===== src/rtl/seven_seg_pkg.sv =====
// Shared constants for the 7-segment scanner: inactive output levels and the
// active-low hex-to-segment table, bit order {g,f,e,d,c,b,a}.
package seven_seg_pkg;

   localparam logic [6:0] SEG_OFF = 7'h7F;
   localparam logic [3:0] AN_OFF  = 4'hF;

   localparam logic [6:0] HEX_SEG [16] = '{
      7'b1000000,  // 0
      7'b1111001,  // 1
      7'b0100100,  // 2
      7'b0110000,  // 3
      7'b0011001,  // 4
      7'b0010010,  // 5
      7'b0000010,  // 6
      7'b1111000,  // 7
      7'b0000000,  // 8
      7'b0010000,  // 9
      7'b0001000,  // A
      7'b0000011,  // b
      7'b1000110,  // C
      7'b0100001,  // d
      7'b0000110,  // E
      7'b0001110   // F
   };

endpackage


===== src/rtl/seven_seg_scan_if.sv =====
// Display bus between the input-select stage (master) and the scanner (slave).
// frame_tick is a one-cycle pulse with no back-pressure: the codes sampled on
// the pulse's rising edge are what the next frame shows.
interface seven_seg_scan_if;

   logic [3:0] dispA;
   logic [3:0] dispB;
   logic [3:0] dispC;
   logic [3:0] dispD;
   logic [3:0] blank;
   logic [3:0] dp_en;
   logic [6:0] seg;
   logic       dp;
   logic [3:0] an;
   logic       frame_tick;

   modport master (
      output dispA, dispB, dispC, dispD, blank, dp_en,
      input  seg, dp, an, frame_tick
   );

   modport slave (
      input  dispA, dispB, dispC, dispD, blank, dp_en,
      output seg, dp, an, frame_tick
   );

endinterface


===== src/rtl/hex_to_7seg.sv =====
// Combinational 4-bit hex code to active-low 7-segment pattern.
module hex_to_7seg
   import seven_seg_pkg::*;
(
   input  logic [3:0] code,
   output logic [6:0] seg
);

   assign seg = HEX_SEG[code];

endmodule


===== src/rtl/seven_seg_scan.sv =====
// Four-digit common-anode scanner: shadows the digit codes once per frame and
// lights one digit per slot, with a one-cycle all-off gap between slots.
module seven_seg_scan
   import seven_seg_pkg::*;
#(
   parameter  int REFRESH_DIV = 100000,
   localparam int CNT_W       = $clog2(REFRESH_DIV)
) (
   input  logic             clk,
   input  logic             rst_n,
   seven_seg_scan_if.slave  bus
);

   logic [CNT_W-1:0] presc;
   logic [1:0]       idx;
   logic [3:0]       sh_dig [4];
   logic [3:0]       sh_blank;
   logic [3:0]       sh_dp;

   logic             tick;
   logic [1:0]       bit_sel;
   logic [3:0]       cur_dig;
   logic             cur_blank;
   logic             cur_dp;
   logic [6:0]       dec_seg;

   assign tick      = (presc == CNT_W'(REFRESH_DIV - 1));
   // idx 0 is digit A, which lives in bit 3 of the blank/dp masks.
   assign bit_sel   = ~idx;
   assign cur_dig   = sh_dig[idx];
   assign cur_blank = sh_blank[bit_sel];
   assign cur_dp    = sh_dp[bit_sel];

   hex_to_7seg u_dec (
      .code (cur_dig),
      .seg  (dec_seg)
   );

   always_ff @(posedge clk) begin
      if (!rst_n) begin
         presc          <= '0;
         idx            <= 2'd3;
         for (int i = 0; i < 4; i++) sh_dig[i] <= '0;
         sh_blank       <= '0;
         sh_dp          <= '0;
         bus.an         <= AN_OFF;
         bus.seg        <= SEG_OFF;
         bus.dp         <= 1'b1;
         bus.frame_tick <= 1'b0;
      end else begin
         bus.frame_tick <= 1'b0;
         if (tick) begin
            presc  <= '0;
            idx    <= idx + 2'd1;
            bus.an <= AN_OFF;
            // Leaving digit D closes the frame: latch the next frame's codes.
            if (idx == 2'd3) begin
               sh_dig[0]      <= bus.dispA;
               sh_dig[1]      <= bus.dispB;
               sh_dig[2]      <= bus.dispC;
               sh_dig[3]      <= bus.dispD;
               sh_blank       <= bus.blank;
               sh_dp          <= bus.dp_en;
               bus.frame_tick <= 1'b1;
            end
         end else begin
            presc <= presc + 1'b1;
            if (cur_blank) begin
               bus.an  <= AN_OFF;
               bus.seg <= SEG_OFF;
               bus.dp  <= 1'b1;
            end else begin
               bus.an  <= ~(4'b1000 >> idx);
               bus.seg <= dec_seg;
               bus.dp  <= ~cur_dp;
            end
         end
      end
   end

endmodule


===== src/flat_wrapper.sv =====
// flat-port wrapper written by rule: the top's interface ports become plain ports
module seven_seg_scan_flat import seven_seg_pkg::*;
#(
   parameter  int REFRESH_DIV = 100000,
   localparam int CNT_W       = $clog2(REFRESH_DIV)
)
  (clk, rst_n, bus_dispA, bus_dispB, bus_dispC, bus_dispD, bus_blank, bus_dp_en, bus_seg, bus_dp, bus_an, bus_frame_tick);
  seven_seg_scan_if bus_i ();
  input  logic clk;
  input  logic rst_n;
  input wire logic [$bits(bus_i.dispA)-1:0] bus_dispA;
  input wire logic [$bits(bus_i.dispB)-1:0] bus_dispB;
  input wire logic [$bits(bus_i.dispC)-1:0] bus_dispC;
  input wire logic [$bits(bus_i.dispD)-1:0] bus_dispD;
  input wire logic [$bits(bus_i.blank)-1:0] bus_blank;
  input wire logic [$bits(bus_i.dp_en)-1:0] bus_dp_en;
  output wire logic [$bits(bus_i.seg)-1:0] bus_seg;
  output wire logic [$bits(bus_i.dp)-1:0] bus_dp;
  output wire logic [$bits(bus_i.an)-1:0] bus_an;
  output wire logic [$bits(bus_i.frame_tick)-1:0] bus_frame_tick;
  assign bus_i.dispA = bus_dispA;
  assign bus_i.dispB = bus_dispB;
  assign bus_i.dispC = bus_dispC;
  assign bus_i.dispD = bus_dispD;
  assign bus_i.blank = bus_blank;
  assign bus_i.dp_en = bus_dp_en;
  assign bus_seg = bus_i.seg;
  assign bus_dp = bus_i.dp;
  assign bus_an = bus_i.an;
  assign bus_frame_tick = bus_i.frame_tick;
  seven_seg_scan #(.REFRESH_DIV(REFRESH_DIV)) u_core (.clk(clk), .rst_n(rst_n), .bus(bus_i));
endmodule

===== config.mk =====
export PLATFORM = sky130hd
export DESIGN_NAME = seven_seg_scan_flat
export DESIGN_NICKNAME = d
export VERILOG_FILES = /design/src/rtl/seven_seg_pkg.sv /design/src/rtl/seven_seg_scan_if.sv /design/src/rtl/hex_to_7seg.sv /design/src/rtl/seven_seg_scan.sv /design/src/flat_wrapper.sv
export SDC_FILE = /design/constraint.sdc
export NUM_CORES = 1
export LEC_CHECK = 0
export CAP_MARGIN = 40
export CORE_MARGIN = 8
export CORE_UTILIZATION = 58
export CTS_CLUSTER_DIAMETER = 100
export DETAILED_ROUTE_END_ITERATION = 10
export PLACE_DENSITY = 0.84
export SLEW_MARGIN = 15
export SYNTH_ARGS = -nofsm -noshare
export SYNTH_HDL_FRONTEND = slang
export SYNTH_SLANG_ARGS = --single-unit

===== constraint.sdc =====
create_clock -name clk -period 4.8 [get_ports clk]
set_input_delay 0.96 -clock clk [delete_from_list [all_inputs] [get_ports clk]]
set_output_delay 0.96 -clock clk [all_outputs]
set_load 0.03 [all_outputs]

Word level (Yosys, flattened, before mapping)
Memory sizes are Yosys's and may differ from the RTL's. A register that Yosys moved wholly into a read port is not among the register bits.
Cells that the tools add are included.

cells by class
  order comparisons = 2
  reductions and logical operators = 3
  shift operators = 1
  muxes and demuxes = 19
  divide/modulo/power cells = 0
  $mul = 0
  bitwise gates (word level) = 9
  $add $sub $neg = 2
  equal/unequal tests = 2

operator list
  operator                                            count
  two-way mux 7 bit                                   3
  adder 17 x 1 -> 17 bit, second input constant       1
  == test 17 bit, second input constant               1
  two-way mux 4 bit                                   4
  two-way mux 1 bit                                   8
  >= comparator 5 bit, second input constant          1
  inverter 4 -> 5 bit                                 1
  binary-select mux 1 bit (select 2 bit)              2
  two-way mux 2 bit                                   2
  inverter 4 bit                                      1
  bitwise OR 1 bit                                    4
  right shift 4 x 2 -> 4 bit, first input constant    1
  < comparator 2 x 3 -> 1 bit, second input constant  1
  OR reduction 3 bit                                  1
  adder 2 x 1 -> 2 bit, second input constant         1
  == test 2 bit, second input constant                1
  inverter 1 bit                                      2
  inverter 2 bit                                      1
  AND reduction 2 bit                                 1
  OR reduction 2 bit                                  1

storage, ports and cells
  bits in latches = 0
  input port bits = 26
  memory bits (read-only) = 112
  bits in registers = 40
  RAM bits = 16
  word-level logic and storage cells = 48
  memories kept = 2
  output and inout bits = 13

memory list
  name             depth  width  read ports  clocked after Yosys merged registers in  write ports  line                  RTL
  (no name shown)  16     7      1           0                                        0            hex_to_7seg.sv:9      assign seg = HEX_SEG[code];
  u_core.sh_dig    4      4      1           1                                        4            seven_seg_scan.sv:16  logic [3:0] sh_dig [4];

Longest topological paths before layout
Gate-level depths: netlist of the first run.

  word-level depth = 6
  depth in mapped cells = 8
  gate-level depth less buffers = 7

Hierarchy
A second synthesis of the first run with hierarchy kept.

second synthesis, totals
  cells, all modules = 227
  area, all modules = 2580.0 um^2

modules (own cells, without submodules)
  module          area each (um^2)  instances  cells each  sequential area each (um^2)
  seven_seg_scan  2332.2            1          192         1321.3
  hex_to_7seg     247.7             1          35          0.0

Worst setup path after synthesis of the first run
No wires, ideal clock.

  kind = reg2reg
  start = register u_core.presc[0]
  end = memory u_core.sh_dig[0][0] (enable)
  buffers on the path = 1
  stages on the path, launching flop included = 6
  path slack = 2095 ps
  data required time = 4389 ps
  data arrival time = 2294 ps
  cell sequence = dfxtp_1 ha_1 and4b_1 nand4_1 clkbuf_1 o21ai_0

RTL lines
  item                      line                  RTL
  start: declaration        seven_seg_scan.sv:14  logic [CNT_W-1:0] presc;
  start signal: assignment  seven_seg_scan.sv:67  presc <= presc + 1'b1;
  end: declaration          seven_seg_scan.sv:16

==> flow_summary.yaml, run 1 <==
worst_hold_path:
  min_to: "u_core.sh_blank[0]$_SDFFE_PN0P_"
  whs_path_depth: 2
  min_from: "u_core.sh_blank[0]$_SDFFE_PN0P_"
  worstHoldPathType: "flip-flop to flip-flop"
die:
  start_util_pct: 59.5
  dieArea_mm2: 0.00725
  die_x_um: 85.2
  rows: 25
  core_area_mm2: 0.00466
  die_y_um: 85.2
  num_io_pins: 39
layout:
  fill_cells: 329
  syn2layout_area_growth_pct: 21.9
  nets: 347
  n_antenna_cell: 0
  drive_above_1_share_pct: 11.4
routing:
  drt_first_iter_violations: 175
  drc: 0
  ant_nets: 0
  viasPerCell: 5.81
  avgRoutedWirePerCell_um: 15.7
  drt_first_pass_iters: 4
  num_vias: 2145
  routed_wl_um: 5790
clock_tree:
  cts_setup_buffers: 0
  clk_pin_slew_ns: 0.07
  cts_tree: "built"
  cts_sinks: 58
  cts_max_path_buffers: 2
  post_cts_resized: 0
  cts_hold_buf: 0
  h-tree-depth: 3
  clock_latency_ns: 0.34
  cts-buffers-inserted: 9
  cts_root_buf: "clkbuf_8"
logic_synthesis:
  synth_ff_type: "dfxtp_1"
  ys_warn_count: 0
  synth_mux_area_share_pct: 7.84
  synthAdderAreaFrac_pct: 4.96
  ys_seq_area_share_pct: 47.6
  synthArstFlopShare_pct: 0
  netlist_instances: 272
  yosys.area_share.simple_pct: 21.5
  syn_nets: 309
  syn_area_mm2: 0.00278
  post_synth_num_cell_types: 44
  synth_seq_cells: 58
  synth_xor_area_share_pct: 3.79
  synth-edff-count: 16
  synth_top_family_by_area: "simple AND/OR/NAND/NOR gates"
  avgSynthCellArea_um2: 10.2
  synth_compound_area_share_pct: 10.7
setup_path:
  worstPathRequired_ns: 5.08
  cp_max_fo: 16
  arrival_ns: 3.01
  path_cells: "mux4_2 -> inv_1 -> ha_1 -> mux2i_1 -> a2111oi_0 -> o32a_1"
  r2r-end: "u_core.bus.seg[0]$_SDFFE_PN1N_"
  critPathSlowestCell: "dfxtp_1"
  cp_top_family: "multiplexers"
  startpoint_type: "flip-flop"
  crit_buf_inv: 1
  end_kind: "flip-flop"
  critPathKind: "flip-flop to flip-flop"
  ff2ff_path_depth: 6
  cpPeakStageDelay_ns: 0.72
  rrSetupSlack_ns: 2.07
place:
  hpwlAfterDp_um: 4080
  pre_cts_ws_ns: 1.90
  numPortBuffers: 38
  gp_congestion: 0.822
global_route:
  grt_util_all_layers_pct: 16.9
  grt_overflow: 0
  grt_pass1_wl_um: 9870
  grt_pass1_vias: 2130
  grt_max_degree: 17
  antenna_found_initial: 0
sta:
  clock-skew-final_ns: 0.0134
  timing.setup.tns_ns: 0
  worstMarginPinSlew_ns: 0.631
  finalSetupViolCount: 0
  rsz0062_at_grt: "false"
  timing.fmax_mhz: 366
  finalCriticalPeriod_ns: 2.73
  hold_violations: 0
  slew_headroom_pct: 57.9
  setup_ws_ns: 2.07
  slew_violations: 0
  period_share_pct: 56.9
pwr:
  irDropWorstVdd_v: 0.000220
  p_leak_uw: 0.00125
  p_per_area_mw_per_mm2: 306
outcome:
  outcome: "completed"
run:
  cap_violations: 0
-- cell usage after synthesis (2+ instances only) --
| cell | n | area share (%) |
|---|---|---|
| mux2i_1 | 6 | 2.2 |
| mux2_2 | 2 | 0.81 |
| nor3_1 | 4 | 0.72 |
| nand2_1 | 15 | 2.0 |
| nand2b_1 | 3 | 0.68 |
| xnor2_1 | 9 | 2.8 |
| nand4_1 | 4 | 0.90 |
| xor2_1 | 3 | 0.95 |
| nor2_1 | 15 | 2.0 |
| o22a_1 | 6 | 1.9 |
| nand3_1 | 14 | 2.5 |
| edfxtp_1 | 16 | 17 |
| or3_2 | 2 | 0.54 |
| mux4_2 | 6 | 4.9 |
| dfxtp_1 | 42 | 30 |
| ha_1 | 11 | 5.0 |
| and2_1 | 16 | 3.6 |
| o22ai_1 | 3 | 0.68 |
| nand3b_1 | 4 | 1.1 |
| nor4b_1 | 4 | 1.3 |
| or4_1 | 2 | 0.54 |
| inv_1 | 12 | 1.6 |
| o21ai_0 | 16 | 2.9 |
| a21oi_1 | 19 | 3.4 |
| nor4_1 | 3 | 0.68 |
| buf_2 | 6 | 1.1 |
| or3b_2 | 3 | 0.95 |
| or3_1 | 3 | 0.68 |
| nand3_2 | 2 | 0.72 |
| clkbuf_1 | 7 | 0.95 |
-- final cells by class --
cell class,count,area [um2],share of cell area [%]
Multi-Input combinational cell,189,1360,40.2
Sequential cell,58,1320,39.1
Tap cell,54,67.6,2.00
Clock buffer,13,180,5.33
Timing Repair Buffer,40,393,11.6
Inverter,12,45.0,1.33
Clock inverter,3,17.5,0.518
-- state kept, by name (all words and copies together), names as in the netlist, named ones only --
signal and cells:
u_core.idx 2, u_core.bus.an 4, u_core.sh_blank 4, u_core.bus.frame_tick 1, u_core.presc 17, u_core.sh_dig 16, u_core.bus.dp 1, u_core.bus.seg 7
u_core.sh_dp 4
-- metal layers --
layer	global-route usage (%)	vias up	share of wire, %
met2	29.2	51	53
met5	0	-	0
met1	19.0	1021	42
met4	5.50	0	1.3
met3	5.60	8	4.0
li1	-	1065	-
-- where the power goes --
group	internal, uW	switching (uW)
Combinational	41.6	35.0
Clock	247	188
Sequential	514	8.36
-- logic make-up after synthesis --
family                     Yosys count
and+or+nand+nor                    102
DFF                                 58
AOI/OAI and AO/OA                   50
buffers and inverters               25
muxes                               14
xor gates and xnor gates            12
adders and majority gates           11
-- placed cells by master, fill, tap and decap left out, drive strengths merged, types with 2 or more instances in the layout --
cell type,Yosys,layout
nand3b,4,4
nor4,3,3
mux2i,6,6
o22a,6,6
nand3,16,16
dfxtp,42,42
inv,12,14
xor2,3,3
nand2b,3,3
mux2,2,2
xnor2,9,9
nand4,4,4
o22ai,3,3
a21oi,19,19
and4,2,2
nor4b,4,4
nor3,4,4
clkdlybuf4s50,0,38
and2,16,16
edfxtp,16,16
buf,6,2
nor2,15,15
mux4,6,6
or3b,3,3
clkbuf,7,13
o21ai,16,16
or3,5,5
ha,11,11
nand2,15,15
or4,3,3
and3,2,2
-- how the worst max path moves through the flow --
stage / start / end / slack, ns / depth (start not counted)
2_1_floorplan: u_core.presc[0]$_SDFF_PP0_ / u_core.sh_dig[0][0]$_SDFFCE_PN0P_ / 2.09 / 5
3_3_place_gp: rst_n / u_core.sh_dig[0][0]$_SDFFCE_PN0P_ / 1.74 / 4
3_5_place_dp: rst_n / u_core.bus.seg[0]$_SDFFE_PN1N_ / 1.90 / 4
4_1_cts: flip-flop / u_core.bus.seg[0]$_SDFFE_PN1N_ / 2.04 / 6
5_1_grt: flip-flop / u_core.bus.seg[0]$_SDFFE_PN1N_ / 1.83 / 6
6_report: flip-flop / u_core.bus.seg[0]$_SDFFE_PN1N_ / 2.07 / 6
-- per-stage QoR --
| step | util, % | area, um2 | hold slack [ns] | instances | total power (uW) |
|---|---|---|---|---|---|
| floorplan | - | 2780 | 0.430 | 272 | 572 |
| detailed placement | 68.3 | 3190 | 0.458 | 353 | 609 |
| CTS | 72.6 | 3380 | 0.470 | 369 | 1040 |
| global route | 72.6 | 3380 | 0.486 | 369 | 1080 |
| finish | 72.6 | 3380 | 0.470 | 369 | 1030 |
| global placement | 68.2 | 3180 | 0.448 | 352 | 608 |
-- tightest hold or removal path, stage by stage, from the launching register on --
cell and delay [ns]:
dfxtp_1 0.30, o21ai_0 0.06, a21oi_1 0.06
Power figures use the tool's default switching activity.
==> inputs of run 2 (changes only) <==
- CORE_UTILIZATION: 58 -> 49
- PLACE_DENSITY: 0.84 -> 0.76
- clock period: 4.8 -> 2.3 ns (I/O delays scaled with it)
==> run 2 against run 1 <==
  * Via count is 2.6% lower
  * Maximum frequency grew 28%
  * Non-clock buffer count increased by 7
  * Global-route usage down 2.3 points
  * Worst setup slack lost 1.9 ns
  * Critical path type unchanged
  * Critical endpoint unchanged
  * Largest cell class unchanged
  * Highest routed layer unchanged
==> flow_summary.yaml, run 2 (synthesized netlist as in run 1, its figures left out) <==
routing:
  drc: 0
  num_vias: 2089
  viasPerCell: 5.32
  drt_first_pass_iters: 4
  ant_nets: 0
  routed_wl_um: 5570
  drt_first_iter_violations: 146
  avgRoutedWirePerCell_um: 14.2
setup_path:
  arrival_ns: 2.41
  end_kind: "flip-flop"
  rrSetupSlack_ns: 0.16
  critPathKind: "flip-flop to flip-flop"
  startpoint_type: "flip-flop"
  cp_max_fo: 7
  ff2ff_path_depth: 6
  worstPathRequired_ns: 2.58
  r2r-end: "u_core.bus.seg[0]$_SDFFE_PN1N_"
global_route:
  grt_max_degree: 18
  grt_pass1_wl_um: 9770
  grt_pass1_vias: 2112
  grt_overflow: 0
  grt_util_all_layers_pct: 14.6
  antenna_found_initial: 0
place:
  pre_cts_ws_ns: 0.0514
  hpwlAfterDp_um: 4140
  gp_congestion: 0.859
  place_inst: 378
  numPortBuffers: 38
layout:
  top_register: "u_core.presc"
  final_cell_mix: "42 x dfxtp_1, 38 x clkdlybuf4s50_1, 19 x a21oi_1"
  n_antenna_cell: 0
  nets: 354
  largest_register_ffs: 17
  drive_above_1_share_pct: 13.7
  final_common_cell: "dfxtp_1"
  final_cells: 393
  syn2layout_area_growth_pct: 24.9
  top_regs: "u_core.presc: 17 flops, u_core.sh_dig: 16 flops, u_core.bus.seg: 7 flops"
sta:
  timing.fmax_mhz: 468
  slew_headroom_pct: 68.0
  setup_ws_ns: 0.161
  period_share_pct: 93.0
  fin_hold_ws_ns: 0.469
  clock-skew-final_ns: 0.0110
  finalSetupViolCount: 0
  hold_violations: 0
  finalCriticalPeriod_ns: 2.14
  timing.setup.tns_ns: 0
  slew_violations: 0
  worstMarginPinSlew_ns: 0.476
  rsz0062_at_grt: "false"
die:
  num_io_pins: 39
  rows: 27
  die_x_um: 91.3
  start_util_pct: 50.7
  die_y_um: 91.3
  dieArea_mm2: 0.00833
  core_area_mm2: 0.00547
worst_hold_path:
  min_from: "u_core.presc[0]$_SDFF_PP0_"
  worstHoldPathType: "flip-flop to flip-flop"
  whs_path_depth: 1
  min_to: "u_core.presc[0]$_SDFF_PP0_"
clock_tree:
  cts_max_path_buffers: 2
  cts-buffers-inserted: 9
  cts_sinks: 58
  clk_pin_slew_ns: 0.07
  h-tree-depth: 3
  cts_tree: "built"
  clock_latency_ns: 0.33
  cts_hold_buf: 0
  cts_root_buf: "clkbuf_8"
run:
  cap_violations: 0
pwr:
  p_per_area_mw_per_mm2: 634
  p_int_uw: 1720
  pwr-share-comb_pct: 7.4
  p_leak_uw: 0.00128
  pwr-share-seq_pct: 49.6
  switchingPower_uw: 480
  clkPwrFrac_pct: 43.0
  p_sw_share_pct: 21.9
  irDropWorstVdd_v: 0.000439
outcome:
  outcome: "completed"
-- run 2: power by group through the flow --
stage / clock, uW / combinational (uW) / sequential [uW]
floorplan: 0 / 65.1 / 1130
global placement: 0 / 162 / 1110
detailed placement: 0 / 164 / 1110
CTS: 967 / 164 / 1090
global route: 1030 / 178 / 1090
finish: 945 / 163 / 1090
-- run 2: layer usage --
layer	up-vias	global-route usage [%]	routed length, um
met1	982	16.4	2490
met4	0	6.55	78
li1	1076	-	-
met2	25	24.0	2800
met3	6	5.84	201
met5	-	0	0
-- run 2: final cells by class --
class	count	area, um2
Fill cell	457	2010
Multi-Input combinational cell	189	1360
Sequential cell	58	1320
Timing Repair Buffer	47	448
Clock buffer	10	149
Tap cell	72	90.1
Clock inverter	5	51.3
Inverter	12	45.0
-- run 2: timing repair --
item / 4_1_cts / 5_1_grt
gates resized for setup: 0 / 2
buffers inserted: 0 / 0
endpoints found under the hold margin: 0 / 0
setup endpoints to repair: 0 / 1
-- run 2: critical path: stages, from the launching register on --
cell and delay, ns:
dfxtp_1 0.40, mux4_2 0.59, inv_1 0.14, ha_2 0.25, mux2i_1 0.09, a2111oi_1 0.42
o32a_1 0.20
-- run 2: worst max path at each step --
stage,from,end,slack (ns),depth (start not counted)
finish,flip-flop,u_core.bus.seg[0]$_SDFFE_PN1N_,0.16,6
global route,flip-flop,u_core.bus.seg[0]$_SDFFE_PN1N_,0.02,6
CTS,flip-flop,u_core.bus.seg[0]$_SDFFE_PN1N_,0.05,6
detailed placement,flip-flop,u_core.bus.seg[0]$_SDFFE_PN1N_,0.05,6
global placement,flip-flop,u_core.bus.seg[0]$_SDFFE_PN1N_,0.14,6
floorplan,u_core.presc[0]$_SDFF_PP0_,u_core.sh_dig[0][0]$_SDFFCE_PN0P_,0.03,5
-- run 2: stage by stage --
stage	power, uW	utilization (%)	cell area, um2
floorplan	1190	-	2780
global placement	1270	59.6	3260
detailed placement	1280	59.6	3260
CTS	2220	63.3	3460
global route	2300	63.4	3470
finish	2200	63.4	3470
